--- config.mk ---
export PLATFORM = sky130hd
export DESIGN_NAME = forward_window_updater_flat
export DESIGN_NICKNAME = d
export VERILOG_FILES = /design/src/rtl/forward_window_updater_pkg.sv /design/src/rtl/forward_window_updater_if.sv /design/src/rtl/forward_window_updater_match_chain.sv /design/src/rtl/forward_window_updater.sv /design/src/flat_wrapper.sv
export SDC_FILE = /design/constraint.sdc
export NUM_CORES = 1
export LEC_CHECK = 0
export CORE_ASPECT_RATIO = 0.8
export CORE_MARGIN = 1
export CORE_UTILIZATION = 45
export DETAILED_ROUTE_END_ITERATION = 16
export PLACE_DENSITY_LB_ADDON = 0.15
export SLEW_MARGIN = 30
export SYNTH_ARGS = -nofsm -noshare
export SYNTH_HDL_FRONTEND = slang
export SYNTH_HIERARCHICAL = 1
export SYNTH_SLANG_ARGS = --single-unit
export TNS_END_PERCENT = 10
--- constraint.sdc ---
create_clock -name clk -period 4.49 [get_ports clk]
set_input_delay 1.347 -clock clk [delete_from_list [all_inputs] [get_ports clk]]
set_output_delay 1.347 -clock clk [all_outputs]
set_load 0.05 [all_outputs]
--- src/rtl/forward_window_updater_pkg.sv ---
// hash_fwd_pkg: shared defaults and helpers for the cuckoo-hash write-forwarding stage.
// Contents:
//   DEF_* localparams : default widths and sizes used by the forwarding stage
//   count_ones()      : population count, used for hit statistics downstream
package hash_fwd_pkg;

    localparam int DEF_DATA_WIDTH       = 4;
    localparam int DEF_KEY_WIDTH        = 2;
    localparam int DEF_ADR_WIDTH        = 2;
    localparam int DEF_NUMBER_OF_TABLES = 4;
    localparam int DEF_DEPTH            = 2;
    localparam int DEF_CNT_WIDTH        = 16;

    // Number of set bits in a vector of up to 64 bits (zero-extend narrower inputs).
    function automatic int unsigned count_ones(input logic [63:0] vec);
        int unsigned n;
        n = 32'd0;
        for (int i = 0; i < 64; i++) begin
            n = n + {31'd0, vec[i]};
        end
        return n;
    endfunction

endpackage

--- src/rtl/forward_window_updater_if.sv ---
// forward_window_updater_if: bundles the control, write-back, raw read and
// corrected output signals of the forwarding stage.
// Modports:
//   master : drives controls, write-backs and raw read results; receives the corrected beat
//   slave  : the forwarding stage itself
// Signals (T = NUMBER_OF_TABLES, all per-table vectors are packed with table t at index t):
//   clk_en, flush_i, wr_we_i/adr/key/data/valid, rd_req_i, rd_adr/key/data/valid,
//   out_valid_o, out_key/data/is_valid_o, out_fwd_hit_o, hit_count_o
interface forward_window_updater_if
    import hash_fwd_pkg::*;
#(
    parameter int NUMBER_OF_TABLES = DEF_NUMBER_OF_TABLES,
    parameter int ADR_WIDTH        = DEF_ADR_WIDTH,
    parameter int KEY_WIDTH        = DEF_KEY_WIDTH,
    parameter int DATA_WIDTH       = DEF_DATA_WIDTH,
    parameter int CNT_WIDTH        = DEF_CNT_WIDTH
);
    logic                                         clk_en;
    logic                                         flush_i;
    logic [NUMBER_OF_TABLES-1:0]                  wr_we_i;
    logic [NUMBER_OF_TABLES-1:0][ADR_WIDTH-1:0]   wr_adr_i;
    logic [NUMBER_OF_TABLES-1:0][KEY_WIDTH-1:0]   wr_key_i;
    logic [NUMBER_OF_TABLES-1:0][DATA_WIDTH-1:0]  wr_data_i;
    logic [NUMBER_OF_TABLES-1:0]                  wr_valid_i;
    logic                                         rd_req_i;
    logic [NUMBER_OF_TABLES-1:0][ADR_WIDTH-1:0]   rd_adr_i;
    logic [NUMBER_OF_TABLES-1:0][KEY_WIDTH-1:0]   rd_key_i;
    logic [NUMBER_OF_TABLES-1:0][DATA_WIDTH-1:0]  rd_data_i;
    logic [NUMBER_OF_TABLES-1:0]                  rd_valid_i;
    logic                                         out_valid_o;
    logic [NUMBER_OF_TABLES-1:0][KEY_WIDTH-1:0]   out_key_o;
    logic [NUMBER_OF_TABLES-1:0][DATA_WIDTH-1:0]  out_data_o;
    logic [NUMBER_OF_TABLES-1:0]                  out_is_valid_o;
    logic [NUMBER_OF_TABLES-1:0]                  out_fwd_hit_o;
    logic [CNT_WIDTH-1:0]                         hit_count_o;

    modport master (
        output clk_en, flush_i,
        output wr_we_i, wr_adr_i, wr_key_i, wr_data_i, wr_valid_i,
        output rd_req_i, rd_adr_i, rd_key_i, rd_data_i, rd_valid_i,
        input  out_valid_o, out_key_o, out_data_o, out_is_valid_o, out_fwd_hit_o, hit_count_o
    );

    modport slave (
        input  clk_en, flush_i,
        input  wr_we_i, wr_adr_i, wr_key_i, wr_data_i, wr_valid_i,
        input  rd_req_i, rd_adr_i, rd_key_i, rd_data_i, rd_valid_i,
        output out_valid_o, out_key_o, out_data_o, out_is_valid_o, out_fwd_hit_o, hit_count_o
    );

endinterface

--- src/rtl/forward_window_updater_match_chain.sv ---
// fwd_match_chain: combinational priority match for one table. Candidates are
// history slots 0 (oldest) .. DEPTH-1 plus the current-cycle write (newest).
// The newest candidate whose we is set and whose address equals rd_adr_i
// supplies key/data/valid; otherwise the raw RAM result passes through.
// Ports:
//   cur_*_i  : write issued this cycle
//   hist_*_i : history slots, index DEPTH-1 newest
//   rd_*_i   : raw RAM read result and read address
//   hit_o, key_o, data_o, valid_o : corrected result
module fwd_match_chain
    import hash_fwd_pkg::*;
#(
    parameter int DEPTH      = DEF_DEPTH,
    parameter int ADR_WIDTH  = DEF_ADR_WIDTH,
    parameter int KEY_WIDTH  = DEF_KEY_WIDTH,
    parameter int DATA_WIDTH = DEF_DATA_WIDTH
) (
    input  logic                             cur_we_i,
    input  logic [ADR_WIDTH-1:0]             cur_adr_i,
    input  logic [KEY_WIDTH-1:0]             cur_key_i,
    input  logic [DATA_WIDTH-1:0]            cur_data_i,
    input  logic                             cur_valid_i,
    input  logic [DEPTH-1:0]                 hist_we_i,
    input  logic [DEPTH-1:0][ADR_WIDTH-1:0]  hist_adr_i,
    input  logic [DEPTH-1:0][KEY_WIDTH-1:0]  hist_key_i,
    input  logic [DEPTH-1:0][DATA_WIDTH-1:0] hist_data_i,
    input  logic [DEPTH-1:0]                 hist_valid_i,
    input  logic [ADR_WIDTH-1:0]             rd_adr_i,
    input  logic [KEY_WIDTH-1:0]             rd_key_i,
    input  logic [DATA_WIDTH-1:0]            rd_data_i,
    input  logic                             rd_valid_i,
    output logic                             hit_o,
    output logic [KEY_WIDTH-1:0]             key_o,
    output logic [DATA_WIDTH-1:0]            data_o,
    output logic                             valid_o
);
    // Candidate index DEPTH is the current write, so ascending index = ascending age priority.
    logic [DEPTH:0]                 cand_we_s;
    logic [DEPTH:0][ADR_WIDTH-1:0]  cand_adr_s;
    logic [DEPTH:0][KEY_WIDTH-1:0]  cand_key_s;
    logic [DEPTH:0][DATA_WIDTH-1:0] cand_data_s;
    logic [DEPTH:0]                 cand_valid_s;

    logic                  hit_s;
    logic [KEY_WIDTH-1:0]  key_s;
    logic [DATA_WIDTH-1:0] data_s;
    logic                  valid_s;

    assign cand_we_s    = {cur_we_i,    hist_we_i};
    assign cand_adr_s   = {cur_adr_i,   hist_adr_i};
    assign cand_key_s   = {cur_key_i,   hist_key_i};
    assign cand_data_s  = {cur_data_i,  hist_data_i};
    assign cand_valid_s = {cur_valid_i, hist_valid_i};

    // Walk oldest to newest so the last (newest) matching candidate wins; a
    // matching delete (valid=0) still overrides, which makes deletes visible.
    always_comb begin
        hit_s   = 1'b0;
        key_s   = rd_key_i;
        data_s  = rd_data_i;
        valid_s = rd_valid_i;
        for (int i = 0; i <= DEPTH; i++) begin
            if (cand_we_s[i] && (cand_adr_s[i] == rd_adr_i)) begin
                hit_s   = 1'b1;
                key_s   = cand_key_s[i];
                data_s  = cand_data_s[i];
                valid_s = cand_valid_s[i];
            end else begin
                hit_s   = hit_s;
                key_s   = key_s;
                data_s  = data_s;
                valid_s = valid_s;
            end
        end
    end

    assign hit_o   = hit_s;
    assign key_o   = key_s;
    assign data_o  = data_s;
    assign valid_o = valid_s;

endmodule

--- src/rtl/forward_window_updater.sv ---
// forward_window_updater: write-forwarding stage between the table RAM read
// ports and the cuckoo insert/lookup logic. Keeps the last DEPTH write-backs per
// table and patches read results that a not-yet-visible write made stale.
// Ports:
//   clk   : rising-edge clock
//   reset : asynchronous, active-low
//   bus   : forward_window_updater_if.slave (controls, write-backs, raw reads, corrected outputs)
// Behaviour: 1-cycle latency rd_* -> out_*; clk_en=0 freezes all state;
// flush_i clears the window (the current write is not captured but is still
// forwarded to a same-cycle read); hit_count_o saturates at all-ones.
module forward_window_updater
    import hash_fwd_pkg::*;
#(
    parameter int DATA_WIDTH       = DEF_DATA_WIDTH,
    parameter int KEY_WIDTH        = DEF_KEY_WIDTH,
    parameter int NUMBER_OF_TABLES = DEF_NUMBER_OF_TABLES,
    parameter int ADR_WIDTH        = DEF_ADR_WIDTH,
    parameter int DEPTH            = DEF_DEPTH,
    parameter int CNT_WIDTH        = DEF_CNT_WIDTH
) (
    input  logic                     clk,
    input  logic                     reset,
    forward_window_updater_if.slave  bus
);
    localparam int T = NUMBER_OF_TABLES;

    typedef struct packed {
        logic                  we;
        logic [ADR_WIDTH-1:0]  adr;
        logic [KEY_WIDTH-1:0]  key;
        logic [DATA_WIDTH-1:0] data;
        logic                  valid;
    } slot_t;

    slot_t [T-1:0][DEPTH-1:0] hist_q, hist_d;

    logic                             out_valid_q, out_valid_d;
    logic [T-1:0][KEY_WIDTH-1:0]      out_key_q, out_key_d;
    logic [T-1:0][DATA_WIDTH-1:0]     out_data_q, out_data_d;
    logic [T-1:0]                     out_is_valid_q, out_is_valid_d;
    logic [T-1:0]                     out_hit_q, out_hit_d;
    logic [CNT_WIDTH-1:0]             cnt_q, cnt_d;

    logic [T-1:0]                     hit_s;
    logic [T-1:0][KEY_WIDTH-1:0]      corr_key_s;
    logic [T-1:0][DATA_WIDTH-1:0]     corr_data_s;
    logic [T-1:0]                     corr_valid_s;

    for (genvar t = 0; t < T; t++) begin : g_tbl
        logic [DEPTH-1:0]                 h_we_s;
        logic [DEPTH-1:0][ADR_WIDTH-1:0]  h_adr_s;
        logic [DEPTH-1:0][KEY_WIDTH-1:0]  h_key_s;
        logic [DEPTH-1:0][DATA_WIDTH-1:0] h_data_s;
        logic [DEPTH-1:0]                 h_valid_s;

        // Unpack history slots; a flush hides the whole window from the same-cycle read.
        always_comb begin
            for (int i = 0; i < DEPTH; i++) begin
                h_we_s[i]    = hist_q[t][i].we & ~bus.flush_i;
                h_adr_s[i]   = hist_q[t][i].adr;
                h_key_s[i]   = hist_q[t][i].key;
                h_data_s[i]  = hist_q[t][i].data;
                h_valid_s[i] = hist_q[t][i].valid;
            end
        end

        fwd_match_chain #(
            .DEPTH      (DEPTH),
            .ADR_WIDTH  (ADR_WIDTH),
            .KEY_WIDTH  (KEY_WIDTH),
            .DATA_WIDTH (DATA_WIDTH)
        ) u_chain (
            .cur_we_i     (bus.wr_we_i[t]),
            .cur_adr_i    (bus.wr_adr_i[t]),
            .cur_key_i    (bus.wr_key_i[t]),
            .cur_data_i   (bus.wr_data_i[t]),
            .cur_valid_i  (bus.wr_valid_i[t]),
            .hist_we_i    (h_we_s),
            .hist_adr_i   (h_adr_s),
            .hist_key_i   (h_key_s),
            .hist_data_i  (h_data_s),
            .hist_valid_i (h_valid_s),
            .rd_adr_i     (bus.rd_adr_i[t]),
            .rd_key_i     (bus.rd_key_i[t]),
            .rd_data_i    (bus.rd_data_i[t]),
            .rd_valid_i   (bus.rd_valid_i[t]),
            .hit_o        (hit_s[t]),
            .key_o        (corr_key_s[t]),
            .data_o       (corr_data_s[t]),
            .valid_o      (corr_valid_s[t])
        );
    end

    // Next-state: shift window, load output register and bump the saturating counter when enabled.
    always_comb begin
        hist_d         = hist_q;
        out_valid_d    = out_valid_q;
        out_key_d      = out_key_q;
        out_data_d     = out_data_q;
        out_is_valid_d = out_is_valid_q;
        out_hit_d      = out_hit_q;
        cnt_d          = cnt_q;
        if (bus.clk_en) begin
            for (int t = 0; t < T; t++) begin
                for (int i = 0; i < DEPTH - 1; i++) begin
                    hist_d[t][i]    = hist_q[t][i+1];
                    hist_d[t][i].we = hist_q[t][i+1].we & ~bus.flush_i;
                end
                // Flush drops the incoming write too, so the window is empty afterwards.
                hist_d[t][DEPTH-1] = '{we:    bus.wr_we_i[t] & ~bus.flush_i,
                                       adr:   bus.wr_adr_i[t],
                                       key:   bus.wr_key_i[t],
                                       data:  bus.wr_data_i[t],
                                       valid: bus.wr_valid_i[t]};
            end
            out_valid_d    = bus.rd_req_i;
            out_key_d      = corr_key_s;
            out_data_d     = corr_data_s;
            out_is_valid_d = corr_valid_s;
            out_hit_d      = hit_s;
            if (bus.rd_req_i && (|hit_s) && !(&cnt_q)) begin
                cnt_d = cnt_q + {{(CNT_WIDTH-1){1'b0}}, 1'b1};
            end else begin
                cnt_d = cnt_q;
            end
        end else begin
            hist_d = hist_q;
            cnt_d  = cnt_q;
        end
    end

    // State registers with asynchronous active-low clear.
    always_ff @(posedge clk or negedge reset) begin
        if (!reset) begin
            hist_q         <= '0;
            out_valid_q    <= 1'b0;
            out_key_q      <= '0;
            out_data_q     <= '0;
            out_is_valid_q <= '0;
            out_hit_q      <= '0;
            cnt_q          <= '0;
        end else begin
            hist_q         <= hist_d;
            out_valid_q    <= out_valid_d;
            out_key_q      <= out_key_d;
            out_data_q     <= out_data_d;
            out_is_valid_q <= out_is_valid_d;
            out_hit_q      <= out_hit_d;
            cnt_q          <= cnt_d;
        end
    end

    assign bus.out_valid_o    = out_valid_q;
    assign bus.out_key_o      = out_key_q;
    assign bus.out_data_o     = out_data_q;
    assign bus.out_is_valid_o = out_is_valid_q;
    assign bus.out_fwd_hit_o  = out_hit_q;
    assign bus.hit_count_o    = cnt_q;

endmodule

--- src/flat_wrapper.sv ---
// flat-port wrapper written by rule: the top's interface ports become plain ports
module forward_window_updater_flat import hash_fwd_pkg::*;
#(
    parameter int DATA_WIDTH       = DEF_DATA_WIDTH,
    parameter int KEY_WIDTH        = DEF_KEY_WIDTH,
    parameter int NUMBER_OF_TABLES = DEF_NUMBER_OF_TABLES,
    parameter int ADR_WIDTH        = DEF_ADR_WIDTH,
    parameter int DEPTH            = DEF_DEPTH,
    parameter int CNT_WIDTH        = DEF_CNT_WIDTH
)
  (clk, reset, bus_clk_en, bus_flush_i, bus_wr_we_i, bus_wr_adr_i, bus_wr_key_i, bus_wr_data_i, bus_wr_valid_i, bus_rd_req_i, bus_rd_adr_i, bus_rd_key_i, bus_rd_data_i, bus_rd_valid_i, bus_out_valid_o, bus_out_key_o, bus_out_data_o, bus_out_is_valid_o, bus_out_fwd_hit_o, bus_hit_count_o);
  forward_window_updater_if #(.NUMBER_OF_TABLES(NUMBER_OF_TABLES), .ADR_WIDTH(ADR_WIDTH), .KEY_WIDTH(KEY_WIDTH), .DATA_WIDTH(DATA_WIDTH), .CNT_WIDTH(CNT_WIDTH)) bus_i ();
  input  logic clk;
  input  logic reset;
  input wire logic [$bits(bus_i.clk_en)-1:0] bus_clk_en;
  input wire logic [$bits(bus_i.flush_i)-1:0] bus_flush_i;
  input wire logic [$bits(bus_i.wr_we_i)-1:0] bus_wr_we_i;
  input wire logic [$bits(bus_i.wr_adr_i)-1:0] bus_wr_adr_i;
  input wire logic [$bits(bus_i.wr_key_i)-1:0] bus_wr_key_i;
  input wire logic [$bits(bus_i.wr_data_i)-1:0] bus_wr_data_i;
  input wire logic [$bits(bus_i.wr_valid_i)-1:0] bus_wr_valid_i;
  input wire logic [$bits(bus_i.rd_req_i)-1:0] bus_rd_req_i;
  input wire logic [$bits(bus_i.rd_adr_i)-1:0] bus_rd_adr_i;
  input wire logic [$bits(bus_i.rd_key_i)-1:0] bus_rd_key_i;
  input wire logic [$bits(bus_i.rd_data_i)-1:0] bus_rd_data_i;
  input wire logic [$bits(bus_i.rd_valid_i)-1:0] bus_rd_valid_i;
  output wire logic [$bits(bus_i.out_valid_o)-1:0] bus_out_valid_o;
  output wire logic [$bits(bus_i.out_key_o)-1:0] bus_out_key_o;
  output wire logic [$bits(bus_i.out_data_o)-1:0] bus_out_data_o;
  output wire logic [$bits(bus_i.out_is_valid_o)-1:0] bus_out_is_valid_o;
  output wire logic [$bits(bus_i.out_fwd_hit_o)-1:0] bus_out_fwd_hit_o;
  output wire logic [$bits(bus_i.hit_count_o)-1:0] bus_hit_count_o;
  assign bus_i.clk_en = bus_clk_en;
  assign bus_i.flush_i = bus_flush_i;
  assign bus_i.wr_we_i = bus_wr_we_i;
  assign bus_i.wr_adr_i = bus_wr_adr_i;
  assign bus_i.wr_key_i = bus_wr_key_i;
  assign bus_i.wr_data_i = bus_wr_data_i;
  assign bus_i.wr_valid_i = bus_wr_valid_i;
  assign bus_i.rd_req_i = bus_rd_req_i;
  assign bus_i.rd_adr_i = bus_rd_adr_i;
  assign bus_i.rd_key_i = bus_rd_key_i;
  assign bus_i.rd_data_i = bus_rd_data_i;
  assign bus_i.rd_valid_i = bus_rd_valid_i;
  assign bus_out_valid_o = bus_i.out_valid_o;
  assign bus_out_key_o = bus_i.out_key_o;
  assign bus_out_data_o = bus_i.out_data_o;
  assign bus_out_is_valid_o = bus_i.out_is_valid_o;
  assign bus_out_fwd_hit_o = bus_i.out_fwd_hit_o;
  assign bus_hit_count_o = bus_i.hit_count_o;
  forward_window_updater #(.DATA_WIDTH(DATA_WIDTH), .KEY_WIDTH(KEY_WIDTH), .NUMBER_OF_TABLES(NUMBER_OF_TABLES), .ADR_WIDTH(ADR_WIDTH), .DEPTH(DEPTH), .CNT_WIDTH(CNT_WIDTH)) u_core (.clk(clk), .reset(reset), .bus(bus_i));
endmodule
Word-level counts from Yosys, hierarchy flattened
Index checks and enable logic that the tools add are counted.

word-level totals
  bits in registers = 129
  input bits = 81
  word-level logic and storage cells = 144

cells by class
  muxes and demuxes = 48
  eq/ne operators = 12
  bitwise logic cells = 13
  reductions and logical operators = 18
  add/sub/neg operators = 1

operators by type and width
  cell                   count
  $mux 4                 12
  $eq 2x2->1             12
  $mux 1                 24
  $mux 2                 12
  $add 16x1->16 const B  1
  $reduce_and 16->1      1
  $logic_and 1x1->1      14
  $and 1x1->1            12
  $reduce_or 4->1        1
  $reduce_and 2->1       1
  $logic_not 1->1        1
  $not 1->1              1

Logic depth before layout (Yosys ltp)
  depth after elaboration = 10
  mapped depth = 11
  depth with buffers taken out = 10

Hierarchy
Netlist, hierarchy kept.

by module, submodules not included
  module                  times used  cells each  area an instance (µm²)
  forward_window_updater  1           321         5011.1
  fwd_match_chain         4           59          347.8

Worst setup path after synthesis
OpenSTA, ideal clock, no wires.

  path type = input port to flip-flop
  start = input bus_flush_i
  end = register u_core.cnt_q[15] (netlist: u_core/bus.hit_count_o[15])
  buffers on the path = 3
  cell stages on the path = 11
  setup slack = 1.079 ns
  data arrival time = 3.270 ns
  library setup time = 0.141 ns
  path through = clkbuf_1 > nor2b_1 > buf_1 > or3b_1 > buf_6 > nand2_1 > or4_1 > nand3_4 > nor3_2 > nand4_1 > xnor2_1

on the way
  longest elaborated chain between the ends = 10
  elaborated cells between the ends (all ways) = 33

RTL lines
  item                                 line                                      text
  start, declared                      flat_wrapper.sv:16                        input wire logic [$bits(bus_i.flush_i)-1:0] bus_flush_i;
  $not 1->1                            forward_window_updater.sv:59              h_we_s[i] = hist_q[t][i].we & ~bus.flush_i;
  $and 1x1->1                          forward_window_updater.sv:59
  named net u_core.g_tbl[0].h_we_s[0]  forward_window_updater.sv:50              logic [DEPTH-1:0] h_we_s;
  $logic_and 1x1->1                    forward_window_updater_match_chain.sv:63  if (cand_we_s[i] && (cand_adr_s[i] == rd_adr_i)) begin
  $mux 1 (3 in a row)                  forward_window_updater_match_chain.sv:63
  named net u_core.hit_s[0]            forward_window_updater.sv:44              logic [T-1:0] hit_s;
  $reduce_or 4->1                      forward_window_updater.sv:121             if (bus.rd_req_i && (|hit_s) && !(&cnt_q)) begin
  $logic_and 1x1->1 (2 in a row)       forward_window_updater.sv:121
  $reduce_and 2->1 (no line)           n/a
  end signal, assigned                 forward_window_updater.sv:149             cnt_q <= cnt_d;
  end, declared                        forward_window_updater.sv:42              logic [CNT_WIDTH-1:0] cnt_q, cnt_d;

The timed path passes the listed nets, and every way through them passes these cells.
A chain may end at the register's enable or synchronous reset.

Worst setup path in the final report
  start = input bus_flush_i
  end = register u_core.cnt_q[7] (netlist: u_core/bus.hit_count_o[7])

The elaborated chain is that of the path after synthesis.

==> metrics.cfg <==
[run_status]
status = finished clean

[synth]
async_reset_ff_frac = 1.00
ys_warn_count = 6
synth_cell_types = 33
synth_area_um2 = 6400
yosysSeqAreaShare = 0.504
ys_ff_latch = 129
yosys.area.top_type_share = 0.504
syn-num-nets = 639
syn_inst = 557
syn_area_per_cell_um2 = 11.5
synthTopCellsByArea = dfrtp_1 50%, mux2_2 19%, nand2_1 3.7%
synth_edf_count = 0
post-synth-top-area-cell = dfrtp_1
synth_ff_type = dfrtp_1

[final_layout]
final_common_cell = dfrtp_1
drive_gt1_frac = 0.244
nFillCells = 1131
fin_util = 0.615
area_growth_pct = 32.0
final_cell_mix = 129 x dfrtp_1, 127 x clkdlybuf4s50_1, 109 x mux2_2, 63 x nand2_1, 38 x nor2_1
insertedDiodeCount = 0
finalNonFillerCells = 876
final_cell_area_um2 = 8450
nets = 765

[placement]
dpl.hpwl_mm = 10.4
place_ws_ps = 319
post_dp_cell_area_um2 = 7840
post-place-cells = 844
routabilityCongestion = 0.822
io_buffer_count = 129

[sta]
fin_crit_ps = 3770
hold_viol = 0
tightestPinTransition_ps = 733
finalSetupViolCount = 0
rsz0062_at_grt = false
fin_ws_ps = 719
fin_tns_setup_ps = 0
finalMaxSlewViolations = 0
hold_ws_ps = 504
fin_skew_ps = 8.23
fin_crit_sh = 0.840
slew_headroom = 0.511
timing.fmax_mhz = 265

[drt]
wl_mm = 14.6
vias_per_cell = 5.36
wire_per_inst_um = 16.7
ant_nets = 0
post-route-drc-count = 0
num_vias = 4695
dr.pass1.iters = 5
initialDrtViolationCount = 352

[setup_path]
crit_path_max_fanout = 12
max_stage_delay_ps = 660
crit_family = simple AND/OR/NAND/NOR gates
crit_required_ps = 4780
path_buf_inv = 2
critPathLaunchType = input port
cp_slowest_cell = clkdlybuf4s50_1
critPathCaptureType = flop
path_class = input port to flop
path_cells = clkdlybuf4s50_1 > nor2b_1 > buf_4 > or3b_1 > nand2_1 > or4_1 > nand3_4 > nor3_2 > nand4_1 > xnor2_1
worstPathArrival_ps = 4060

[cts]
cts_made_buffers = 17
h-tree-depth = 4
cts_tree = yes
insertion_delay_ps = 410
cts_sinks = 129
clk_pin_slew_ps = 60
hold_buffers = 0
ctsResizeCount = 0
root_buffer = clkbuf_16
cts_setup_buffers = 0
clockBufferDepth = 2

[floorplanning]
rows = 38
fp.coreArea_um2 = 13700
chipHeight_um = 109
die_w_um = 135
ios = 130
initial_utilization = 0.466
die_area_um2 = 14700

[power_and_ir_drop]
ir_drop_v = 0.000264
pwr_density_cell_nw_per_um2 = 442
leakage_nw = 3.43
finalPower_mw = 3.73

[grt]
grt_overflow = 0
grt_use_total = 0.215
grt_first_pass_wirelength_mm = 24.3
grt_pass1_vias = 4798
antenna_found_initial = 0
grt_max_degree = 79

[flow_run]
maxCapViolCount = 0

[min_path]
hold_path.class = flop to flop

[power by group]
part           total [mW]  internal, mW  switching (mW)
Clock                1.42         0.902           0.514
Sequential           1.44          1.32           0.119
Combinational       0.878         0.375           0.503
[worst paths after layout]
path	from	end	slack (ps)	cells past startpoint
setup / recovery	bus_flush_i	u_core/bus.hit_count_o[7]	720	10
max in group asynchronous	reset	u_core/g_tbl[3].h_adr_s[0]	2780	2
hold / removal	u_core/bus.out_data_o[6]	u_core/bus.out_data_o[6]	500	1
hold reg to reg	u_core/bus.out_data_o[6]	u_core/bus.out_data_o[6]	500	1
min in group asynchronous	reset	u_core/bus.out_data_o[9]	950	1
setup reg to reg	u_core/g_tbl[3].h_adr_s[0]	u_core/bus.hit_count_o[7]	1950	8
[synth_stat cells, types with 4 or more instances]
cell type,number
or3b_1,4
nor2b_1,4
a211oi_1,28
and3_1,12
xor2_2,8
inv_1,5
mux2_2,109
nand3b_1,4
xnor2_1,27
dfrtp_1,129
nand2_1,63
o31ai_1,28
nand3_1,9
nor2_1,38
buf_2,8
nor3_1,29
nand4_1,7
clkbuf_1,10
xor2_1,4
buf_6,4
buf_1,12
o21ai_0,4
[final cells by class]
cell class | instances | area (um^2) | area share
Inverter | 5 | 18.8 | 0.00222
Timing Repair Buffer | 141 | 1380 | 0.163
Tap cell | 180 | 225 | 0.0266
Sequential cell | 129 | 3230 | 0.382
Clock inverter | 13 | 159 | 0.0188
Multi-Input combinational cell | 389 | 2990 | 0.354
Clock buffer | 19 | 453 | 0.0536
[flip-flops by register name (all words and copies together) (netlist names)]
register / count
u_core/g_tbl.h_data_s: 32
u_core/bus.hit_count_o: 16
u_core/bus.out_data_o: 16
u_core/g_tbl.h_adr_s: 16
u_core/g_tbl.h_key_s: 16
u_core/bus.out_key_o: 8
u_core/g_tbl.h_valid_s: 8
u_core/hist_q: 8
u_core/bus.out_fwd_hit_o: 4
u_core/bus.out_is_valid_o: 4
u_core/bus.out_valid_o: 1
[kinds of logic after synthesis]
kind of cell	after synthesis	synth area share
adder cells (fa/ha/maj)	1	0.00195
AO/OA/AOI/OAI	60	0.0688
XOR/XNOR	39	0.0627
flip-flops	129	0.504
multiplexers	110	0.193
AND/OR/NAND/NOR	179	0.140
buffers and inverters	39	0.0291
[worst reg2reg max path, cell delays in order, from the launching register on]
cell and delay [ps]:
dfrtp_1 400, xor2_2 230, or3b_1 550, nand2_1 160, or4_1 160, nand3_4 130
nor3_2 440, nand4_1 190, xnor2_1 160
[layer usage]
| layer | track usage | wire length [um] | vias up |
|---|---|---|---|
| li1 | - | - | 2229 |
| met1 | 0.287 | 6650 | 2315 |
| met2 | 0.347 | 7040 | 138 |
| met3 | 0.0479 | 798 | 13 |
| met4 | 0.0730 | 144 | 0 |
| met5 | 0 | 0 | - |
(Power assumes the default switching activity.)
